### config.mk
export PLATFORM = sky130hd
export DESIGN_NAME = proc_io_hub
export DESIGN_NICKNAME = d
export VERILOG_FILES = /design/src/rtl/proc_io_pkg.sv /design/src/rtl/io_fifo.sv /design/src/rtl/proc_io_hub.sv
export SDC_FILE = /design/constraint.sdc
export NUM_CORES = 1
export LEC_CHECK = 0
export BUFFER_PORTS_ARGS = -buffer_cell sky130_fd_sc_hd__buf_2
export CORE_UTILIZATION = 40
export CTS_BUF_LIST = sky130_fd_sc_hd__clkbuf_4
export CTS_CLUSTER_DIAMETER = 200
export DETAILED_ROUTE_END_ITERATION = 8
export RECOVER_POWER = 100
export SLEW_MARGIN = 20
export SYNTH_ARGS = -nofsm -noshare
export SYNTH_HDL_FRONTEND = slang
export SYNTH_SLANG_ARGS = --single-unit
### constraint.sdc
create_clock -name clk -period 6.3 [get_ports clk]
set_input_delay 0 -clock clk [delete_from_list [all_inputs] [get_ports clk]]
set_output_delay 0 -clock clk [all_outputs]
set_load 0.05 [all_outputs]
### src/rtl/proc_io_pkg.sv
// Shared helpers and defaults for the processor I/O hub.
package proc_io_pkg;

  localparam int unsigned NUBITS_DEF = 32;
  localparam int unsigned ODEPTH_DEF = 4;

  // Ceiling log2; returns 0 for v <= 1.
  function automatic int unsigned clog2(input int unsigned v);
    int unsigned r;
    r = 0;
    while ((64'd1 << r) < 64'(v)) r = r + 1;
    return r;
  endfunction

  // Channel-select width: never narrower than one bit.
  function automatic int unsigned addr_w(input int unsigned n);
    return (clog2(n) < 1) ? 1 : clog2(n);
  endfunction

endpackage

### src/rtl/io_fifo.sv
// Synchronous FIFO for one output channel; head word is visible while not empty.
module io_fifo
  import proc_io_pkg::*;
#(
  parameter int unsigned NUBITS = NUBITS_DEF,
  parameter int unsigned ODEPTH = ODEPTH_DEF
) (
  input  logic              clk,
  input  logic              rst,
  input  logic              push,
  input  logic [NUBITS-1:0] din,
  input  logic              pop,
  output logic              full,
  output logic              empty,
  output logic [NUBITS-1:0] head
);

  localparam int unsigned PW = clog2(ODEPTH);
  localparam int unsigned CW = PW + 1;

  logic [NUBITS-1:0] mem [ODEPTH];
  logic [PW-1:0]     wr_ptr;
  logic [PW-1:0]     rd_ptr;
  logic [CW-1:0]     count;
  logic              do_push;
  logic              do_pop;

  assign full    = (count == CW'(ODEPTH));
  assign empty   = (count == '0);
  assign head    = mem[rd_ptr];
  // A full FIFO never accepts, even when it pops the same cycle.
  assign do_push = push & ~full;
  assign do_pop  = pop & ~empty;

  // Pointer and occupancy tracking; pointers wrap naturally at ODEPTH.
  always_ff @(posedge clk) begin
    if (rst) begin
      wr_ptr <= '0;
      rd_ptr <= '0;
      count  <= '0;
    end else begin
      if (do_push) wr_ptr <= wr_ptr + PW'(1);
      if (do_pop)  rd_ptr <= rd_ptr + PW'(1);
      case ({do_push, do_pop})
        2'b10:   count <= count + CW'(1);
        2'b01:   count <= count - CW'(1);
        default: count <= count;
      endcase
    end
  end

  // Storage array; contents are irrelevant while empty, so no reset.
  always_ff @(posedge clk) begin
    if (do_push) mem[wr_ptr] <= din;
  end

endmodule

### src/rtl/proc_io_hub.sv
// Buffered multi-channel I/O hub between the core I/O bus and streaming channels.
// Optional stall watchdog enabled by defining IO_TIMEOUT_EN.
module proc_io_hub
  import proc_io_pkg::*;
#(
  parameter int unsigned NUBITS = NUBITS_DEF,
  parameter int unsigned NUIOIN = 1,
  parameter int unsigned NUIOOU = 2,
  parameter int unsigned ODEPTH = ODEPTH_DEF,
  parameter int unsigned TMOUT  = 1024,
  localparam int unsigned AO = addr_w(NUIOOU),
  localparam int unsigned AI = addr_w(NUIOIN)
) (
  input  logic                     clk,
  input  logic                     rst,
  input  logic                     proc_out_en,
  input  logic [AO-1:0]            proc_addr_out,
  input  logic signed [NUBITS-1:0] proc_data_out,
  input  logic                     proc_req_in,
  input  logic [AI-1:0]            proc_addr_in,
  output logic [NUBITS-1:0]        proc_data_in,
  output logic                     proc_stall,
  output logic [NUIOOU*NUBITS-1:0] out_data,
  output logic [NUIOOU-1:0]        out_valid,
  input  logic [NUIOOU-1:0]        out_ready,
  input  logic [NUIOIN*NUBITS-1:0] in_data,
  input  logic [NUIOIN-1:0]        in_valid,
  output logic [NUIOIN-1:0]        in_ready,
  output logic                     io_err
);

  logic [NUIOOU-1:0] fifo_full;
  logic [NUIOOU-1:0] fifo_empty;
  logic [NUIOOU-1:0] fifo_push;
  logic [NUIOOU-1:0] fifo_pop;

  logic [NUIOIN-1:0] hold_full;
  logic [NUBITS-1:0] hold_data [NUIOIN];

  logic              wr_av;
  logic              rd_av;
  logic              wr_full_sel;
  logic              rd_full_sel;
  logic [NUBITS-1:0] rd_data_sel;
  logic              stall_raw;
  logic              wr_acc;
  logic              rd_acc;
  logic              tmo_hit;

  assign wr_av = (32'(proc_addr_out) < NUIOOU);
  assign rd_av = (32'(proc_addr_in) < NUIOIN);

  // Select the addressed FIFO/holding-register status without out-of-range indexing.
  always_comb begin
    wr_full_sel = 1'b0;
    rd_full_sel = 1'b0;
    rd_data_sel = '0;
    for (int unsigned k = 0; k < NUIOOU; k++) begin
      if (32'(proc_addr_out) == k) wr_full_sel = fifo_full[k];
    end
    for (int unsigned j = 0; j < NUIOIN; j++) begin
      if (32'(proc_addr_in) == j) begin
        rd_full_sel = hold_full[j];
        rd_data_sel = hold_data[j];
      end
    end
  end

  // Either side blocking holds both; nothing takes effect on a blocked or timed-out cycle.
  always_comb begin
    stall_raw    = (proc_out_en & wr_av & wr_full_sel) | (proc_req_in & rd_av & ~rd_full_sel);
    wr_acc       = proc_out_en & wr_av & ~stall_raw;
    rd_acc       = proc_req_in & rd_av & ~stall_raw;
    proc_stall   = stall_raw & ~tmo_hit;
    proc_data_in = (proc_req_in & rd_av & ~tmo_hit) ? rd_data_sel : '0;
  end

  // Per-channel push/pop strobes.
  always_comb begin
    fifo_push = '0;
    for (int unsigned k = 0; k < NUIOOU; k++) begin
      if (32'(proc_addr_out) == k) fifo_push[k] = wr_acc;
    end
    fifo_pop  = out_ready & ~fifo_empty;
    out_valid = ~fifo_empty;
  end

  // One FIFO per output channel, head word driven straight onto the channel.
  for (genvar k = 0; k < int'(NUIOOU); k++) begin : g_out
    io_fifo #(
      .NUBITS (NUBITS),
      .ODEPTH (ODEPTH)
    ) u_fifo (
      .clk   (clk),
      .rst   (rst),
      .push  (fifo_push[k]),
      .din   (proc_data_out),
      .pop   (fifo_pop[k]),
      .full  (fifo_full[k]),
      .empty (fifo_empty[k]),
      .head  (out_data[k*NUBITS +: NUBITS])
    );
  end

  assign in_ready = ~hold_full;

  // One-entry input holding registers; capture and core pop are mutually exclusive.
  always_ff @(posedge clk) begin
    if (rst) begin
      hold_full <= '0;
      for (int unsigned j = 0; j < NUIOIN; j++) hold_data[j] <= '0;
    end else begin
      for (int unsigned j = 0; j < NUIOIN; j++) begin
        if (in_valid[j] & ~hold_full[j]) begin
          hold_full[j] <= 1'b1;
          hold_data[j] <= in_data[j*NUBITS +: NUBITS];
        end else if (rd_acc & (32'(proc_addr_in) == j)) begin
          hold_full[j] <= 1'b0;
        end
      end
    end
  end

`ifdef IO_TIMEOUT_EN
  localparam int unsigned TW = clog2(TMOUT) + 1;

  logic [TW-1:0] tmo_cnt;

  assign tmo_hit = stall_raw & (tmo_cnt == TW'(TMOUT - 1));
  assign io_err  = tmo_hit;

  // Stall watchdog: counts consecutive stalled cycles, clears on release or expiry.
  always_ff @(posedge clk) begin
    if (rst) begin
      tmo_cnt <= '0;
    end else if (stall_raw & ~tmo_hit) begin
      tmo_cnt <= tmo_cnt + TW'(1);
    end else begin
      tmo_cnt <= '0;
    end
  end
`else
  assign tmo_hit = 1'b0;
  assign io_err  = 1'b0;
`endif

endmodule

==> flow_metrics.tcl, run 1 <==
set metrics [dict create \
    cp_top_family "simple AND/OR/NAND/NOR gates" \
    drv_slew 107 \
    synthToLayoutAreaGrowth_pct 24.24 \
    clockBufferDepth 3 \
    arrival_ns 4.22 \
    stdcell_area_sq_um 14550 \
    grt_max_degree 37 \
    ys_types 33 \
    design.portCount 174 \
    ys_seq_area_share_pct 77.09 \
    critPathBufInv 0 \
    antenna_left 0 \
    gr-usage-all-layers_pct 16.33 \
    start_util_pct 40.69 \
    final_nets 949 \
    rows 62 \
    status "complete, but fails checks" \
    avgSynthCellArea_sq_um 21.06 \
    drtIter0Drc 274 \
    final_util_pct 50.56 \
    root_buffer "clkbuf_4" \
    ys_warn_count 0 \
    cpPeakStageDelay_ns 1.99 \
    first_pass_iters 6 \
    end_kind "flop" \
    cp_slowest_cell "and2_0" \
    finalClockSkew_ns 0.02582 \
    fp.dieW_um 173.1 \
    die_h_um 173.1 \
    yosysTopAreaCell "edfxtp_1" \
    fin_tns_setup_ns 0 \
    hpwl_mm 13.91 \
    wire_per_inst_um 18.09 \
    core_area_sq_um 28780 \
    place_inst 1092 \
    clock-sinks 307 \
    insertion_delay_ns 0.67 \
    start_kind "flop" \
    gp_congestion 0.7442 \
    layout-drive-gt1-share_pct 27.39 \
    min_period_ns 4.014 \
    syn_nets 641 \
    gr-total-overflow 0 \
    place_area_sq_um 12980 \
    synthTopCellsByCount "288 x edfxtp_1, 64 x mux4_2, 61 x and2_1" \
    crit_chain "nor3b_1 > a2111oi_0 > and2_0" \
    violations "capacitance limit, slew limit" \
    cap_violations 4 \
    p_leak_nw 4.867 \
    drt-total-wl_mm 23.61 \
    worstMarginPinSlew_ns 2.574 \
    critical_path_class "reg -> reg" \
    async_flop_share_pct 0 \
    yosysMostFrequentCell "edfxtp_1" \
    fmax_mhz 249.1 \
    rsz0062_at_grt "no" \
    numCtsBuffers 80 \
    clkSlewWorstSetupHoldPaths_ns 0.06 \
    cts_tree "done" \
    synth_area_sq_um 11710 \
    final_hold_viol_count 0 \
    die-area_sq_um 29970 \
    grt_first_pass_wirelength_mm 37.31 \
    vias 6254 \
    synth_top_area_share_pct 73.85 \
    fin_crit_sh_pct 63.72 \
    cp_data_required_time_ns 6.50 \
    syn_inst 556 \
    yosys_register_bits 307 \
    holdWs_ns 0.1593 \
    slew_headroom_pct -71.72 \
    routed_via_density 4.792 \
    grt_pass1_vias 7111 \
    ir_drop_v 0.0001636 \
    antenna_found_initial 2 \
    power_density_nw_per_um2 373.6 \
    io_buffers 172 \
    synthFlopType "edfxtp_1" \
    hold_class "in -> reg" \
    synth_edf_count 288 \
    htree_num_levels 3 \
    path_max_fanout 32 \
    drc 0 \
    stdcell_count 1305 \
    synth.area.top_cells "edfxtp_1 74%, mux4_2 12%, and2_1 3.3%, dfxtp_1 3.2%, ha_1 1.1%" \
    setup_viol 0 \
]
==> report_power, final <==
part	internal, W	switching [W]	total, W
Clock	0.000971	0.000750	0.00172
Combinational	0.000404	0.000918	0.00132
Sequential	0.00233	0.0000597	0.00239
==> worst min-delay path, stage by stage <==
cell and delay (ns):
dlygate4sd3_1 0.52, buf_2 0.09, and2_1 0.10
==> state kept, by name, indices dropped and copies added, names as in the netlist, named ones only <==
| signal | count |
|---|---|
| g_out.u_fifo.mem | 256 |
| hold_data | 32 |
| g_out.u_fifo.count | 6 |
| g_out.u_fifo.rd_ptr | 4 |
| g_out.u_fifo.wr_ptr | 4 |
| hold_full | 1 |
==> layout by cell type, fill, tap and decap left out, types with 4 or more instances in the layout <==
| master | n |
|---|---|
| edfxtp_1 | 288 |
| clkbuf_1 | 132 |
| clkbuf_4 | 124 |
| dlygate4sd3_1 | 74 |
| mux4_2 | 64 |
| buf_2 | 42 |
| and2_1 | 38 |
| and2_0 | 25 |
| nor2_1 | 18 |
| inv_1 | 15 |
| dfxtp_1 | 15 |
| ha_1 | 10 |
| clkinv_1 | 10 |
| and2_2 | 9 |
| nand2b_1 | 6 |
| xor2_1 | 6 |
| or3_1 | 4 |
| a21oi_1 | 4 |
| dfxtp_2 | 4 |
==> path summary, 6_finish.rpt <==
check,start,to,slack (ns),cells past startpoint
max,g_out[0].u_fifo.count[0],g_out[0].u_fifo.mem[3][19],2.29,3
min,in_data[2],hold_data[0][2],0.16,3
max reg2reg,g_out[0].u_fifo.count[0],g_out[0].u_fifo.mem[3][19],2.29,3
min reg2reg,g_out[0].u_fifo.rd_ptr[1],flop,0.54,2
==> layout make-up <==
type                            count  area [sq um]
Inverter                           15         56.30
Antenna cell                        1         2.502
Clock inverter                     14         113.9
Fill cell                        2435         14230
Sequential cell                   307          9034
Timing Repair Buffer              250          1461
Multi-Input combinational cell    210          2471
Clock buffer                      124         930.9
Tap cell                          384         480.5
==> per-layer routing <==
metal  global-route usage [%]  up-vias  part of all wire, %
met5                        0        -                0.042
met4                    6.490        2                  1.7
li1                         -     2864                    -
met3                    5.079       40                  6.6
met2                    27.25      224                   50
met1                    19.81     3124                   41
==> cell families after synthesis <==
group | Yosys count | synth area share [%]
compound gates | 14 | 1.154
simple gates | 107 | 5.545
xor+xnor | 8 | 0.5983
mux | 68 | 12.74
flops | 307 | 77.09
buf+inv | 39 | 1.432
fa+ha+maj | 12 | 1.410
other cells | 1 | 0.03202
==> through the flow <==
stage	power (W)	setup WS [ns]
after detailed placement	0.003785	3.843
final	0.005436	2.286
after global routing	0.005704	1.808
after floorplan	0.003462	3.999
after CTS	0.005567	3.777
after global placement	0.003755	3.946
==> timing repair <==
item,CTS,global route
setup buffers,0,0
hold buffers,74,0
gates resized for setup,0,0
endpoints found under the hold margin,307,0
Note: power is estimated with default switching activity, not from simulation.
==> run 2, diff against run 1 <==
--- a/config.mk
+++ b/config.mk
@@ -5,6 +5,7 @@
 export SDC_FILE = /design/constraint.sdc
 export NUM_CORES = 1
 export LEC_CHECK = 0
+export ABC_AREA = 1
 export BUFFER_PORTS_ARGS = -buffer_cell sky130_fd_sc_hd__buf_2
 export CORE_UTILIZATION = 40
 export CTS_BUF_LIST = sky130_fd_sc_hd__clkbuf_4
==> constraint.sdc (replaced) <==
create_clock -name clk -period 3.38 [get_ports clk]
set_input_delay 0 -clock clk [delete_from_list [all_inputs] [get_ports clk]]
set_output_delay 0 -clock clk [all_outputs]
set_load 0.05 [all_outputs]
==> run 2 against run 1 <==
  * Clock-buffer cell count up 3
  * Largest cell class unchanged
  * Final cell count up 30%
  * Combinational power up 67%
  * The run still ends with capacitance limit, slew limit left
  * First-iteration DRC count up 58%
  * Area after synthesis up 2.2%
  * Largest power group unchanged
  * Critical endpoint is now g_out[1].u_fifo.count[2]
  * Sequential share of layout area down 2.7 points
==> flow_metrics.tcl, run 2 <==
set metrics [dict create \
    synth_top_family_by_area "compound AO/OA/AOI/OAI gates" \
    p_leak_nw 5.626 \
    largest_register_ffs 256 \
    synth_top_area_share_pct 72.24 \
    synthXorXnorAreaFrac_pct 0 \
    synth.area.top_cells "edfxtp_1 72%, nor2_1 6.5%, o21ai_0 5.4%, o22ai_1 3.3%, dfxtp_1 3.2%" \
    yosysMostFrequentCell "edfxtp_1" \
    cap_violations 3 \
    root_buffer "clkbuf_4" \
    gr-usage-all-layers_pct 18.23 \
    critical_path_class "reg -> reg" \
    fin_crit_sh_pct 89.97 \
    syn_inst 918 \
    vias 8245 \
    place_area_sq_um 13270 \
    final_hold_viol_count 0 \
    yosys_register_bits 307 \
    crit_chain "inv_1 > nand3_4 > nand2_4 > nand2_2 > nand4_1 > dlygate4sd3_1 > ha_1 > inv_1 > fa_1 > a21oi_1 > o21ai_0 > o21ai_0 > a21oi_1" \
    critPathBufInv 3 \
    fin_ws_ns 0.3390 \
    synth-adder-area-share_pct 1.380 \
    worstMarginPinSlew_ns 1.793 \
    cp_slowest_cell "dlygate4sd3_1" \
    die_h_um 175 \
    antenna_left 0 \
    gr-total-overflow 0 \
    numCtsBuffers 81 \
    cpPeakStageDelay_ns 0.85 \
    async_flop_share_pct 0 \
    stdcell_area_sq_um 15200 \
    ctsResizeCount 0 \
    yosysTopAreaCell "edfxtp_1" \
    drv_slew 67 \
    cp_top_family "buffers and inverters" \
    hpwl_mm 15.52 \
    rsz0062_at_grt "no" \
    design.portCount 174 \
    cts_tree "done" \
    ys_seq_area_share_pct 75.42 \
    fmax_mhz 328.8 \
    cp_data_required_time_ns 3.94 \
    end_kind "flop" \
    synth_simple_gate_area_share_pct 8.121 \
    insertion_delay_ns 0.69 \
    synth-compound-area-share_pct 10.05 \
    grt_max_degree 65 \
    clkSlewWorstSetupHoldPaths_ns 0.05 \
    ir_drop_v 0.0002804 \
    synthMuxAreaShare_pct 0 \
    synthFlopType "edfxtp_1" \
    synthToLayoutAreaGrowth_pct 26.98 \
    rows 62 \
    setup_viol 0 \
    slew_headroom_pct -19.56 \
    holdWs_ns 0.08156 \
    finalClockSkew_ns 0.05878 \
    synth_area_sq_um 11970 \
    min_period_ns 3.041 \
    avgSynthCellArea_sq_um 13.04 \
    status "complete, but fails checks" \
    final_common_cell "edfxtp_1" \
    wire_per_inst_um 16.29 \
    drt-total-wl_mm 27.59 \
    path_max_fanout 7 \
    p_total_w 0.009919 \
    ys_types 32 \
    htree_num_levels 3 \
    die-area_sq_um 30630 \
    layout_common_cells "288 x edfxtp_1, 200 x nor2_1, 131 x o21ai_0" \
    layout-drive-gt1-share_pct 17.28 \
    ys_warn_count 0 \
    power_density_nw_per_um2 652.5 \
    start_util_pct 41.15 \
    gp_congestion 0.7119 \
    synthTopCellsByCount "288 x edfxtp_1, 208 x nor2_1, 129 x o21ai_0" \
    largest-register "g_out.u_fifo.mem" \
    final_nets 1335 \
    drtIter0Drc 434 \
    largestRegisters "g_out.u_fifo.mem: 256 flops, hold_data: 32 flops, g_out.u_fifo.count: 6 flops" \
    first_pass_iters 5 \
    violations "capacitance limit, slew limit" \
    antenna_found_initial 1 \
    clockBufferDepth 3 \
    drc 0 \
    routed_via_density 4.870 \
    io_buffers 172 \
    fin_tns_setup_ns 0 \
    grt_first_pass_wirelength_mm 43.59 \
    start_kind "flop" \
    fp.dieW_um 175 \
    hold_class "in -> reg" \
    dp_slack_ns 1.147 \
    arrival_ns 3.60 \
    synth_edf_count 288 \
    syn_nets 1003 \
    clock-sinks 307 \
    grt_pass1_vias 8457 \
    core_area_sq_um 29090 \
]
[run 2: layout make-up]
type,instances,area (sq um)
Antenna cell,1,2.502
Clock buffer,127,953.4
Clock inverter,14,127.6
Fill cell,2560,13890
Inverter,95,361.6
Multi-Input combinational cell,469,2361
Sequential cell,307,9031
Tap cell,384,480.5
Timing Repair Buffer,296,1883
[run 2: logic make-up after synthesis]
group                    Yosys count
flip-flops                       307
other                              1
AO/OA/AOI/OAI                    221
buffers and inverters            142
adder cells (fa/ha/maj)           12
AND/OR/NAND/NOR                  235
[run 2: worst register-to-register path, stage by stage, from the launching register on]
cell	delay (ns)
dfxtp_1	0.31
inv_1	0.14
nand3_4	0.10
nand2_4	0.07
nand2_2	0.04
nand4_1	0.21
dlygate4sd3_1	0.85
ha_1	0.22
inv_1	0.07
fa_1	0.43
a21oi_1	0.15
o21ai_0	0.11
o21ai_0	0.16
a21oi_1	0.05
[run 2: per-stage QoR]
| step | util [%] | instances |
|---|---|---|
| after floorplan | - | 918 |
| after global placement | 45.61 | 1444 |
| after detailed placement | 45.61 | 1444 |
| after CTS | 53.01 | 1692 |
| after global routing | 52.25 | 1693 |
| final | 52.25 | 1693 |
[run 2: power breakdown]
part	switching [W]	internal [W]	total [W]
registers	0.0000814	0.00432	0.00440
clock network	0.00146	0.00186	0.00331
logic	0.00174	0.000465	0.00221
[run 2: worst paths after layout]
check	depth (start not counted)	start	slack, ns	end
min	3	rst	0.08	g_out[1].u_fifo.count[1]
min reg2reg	2	g_out[0].u_fifo.rd_ptr[1]	0.47	g_out[0].u_fifo.rd_ptr[1]
max	13	g_out[0].u_fifo.count[1]	0.34	g_out[1].u_fifo.count[2]
max reg2reg	13	g_out[0].u_fifo.count[1]	0.34	g_out[1].u_fifo.count[2]
[run 2: metal layers]
| metal | vias to the layer above | GRT usage, % | share of wire, % |
|---|---|---|---|
| met5 | - | 0 | 0 |
| met4 | 0 | 6.920 | 1.9 |
| met3 | 53 | 4.591 | 6.0 |
| met2 | 275 | 31.13 | 50 |
| met1 | 3950 | 22.19 | 42 |
| li1 | 3967 | - | - |
[run 2: timing repair]
item                                    in CTS  in global routing
setup buffers                                0                  0
hold buffers                               107                  0
endpoints found under the hold margin      355                  0
endpoints found under the setup margin       0                  0
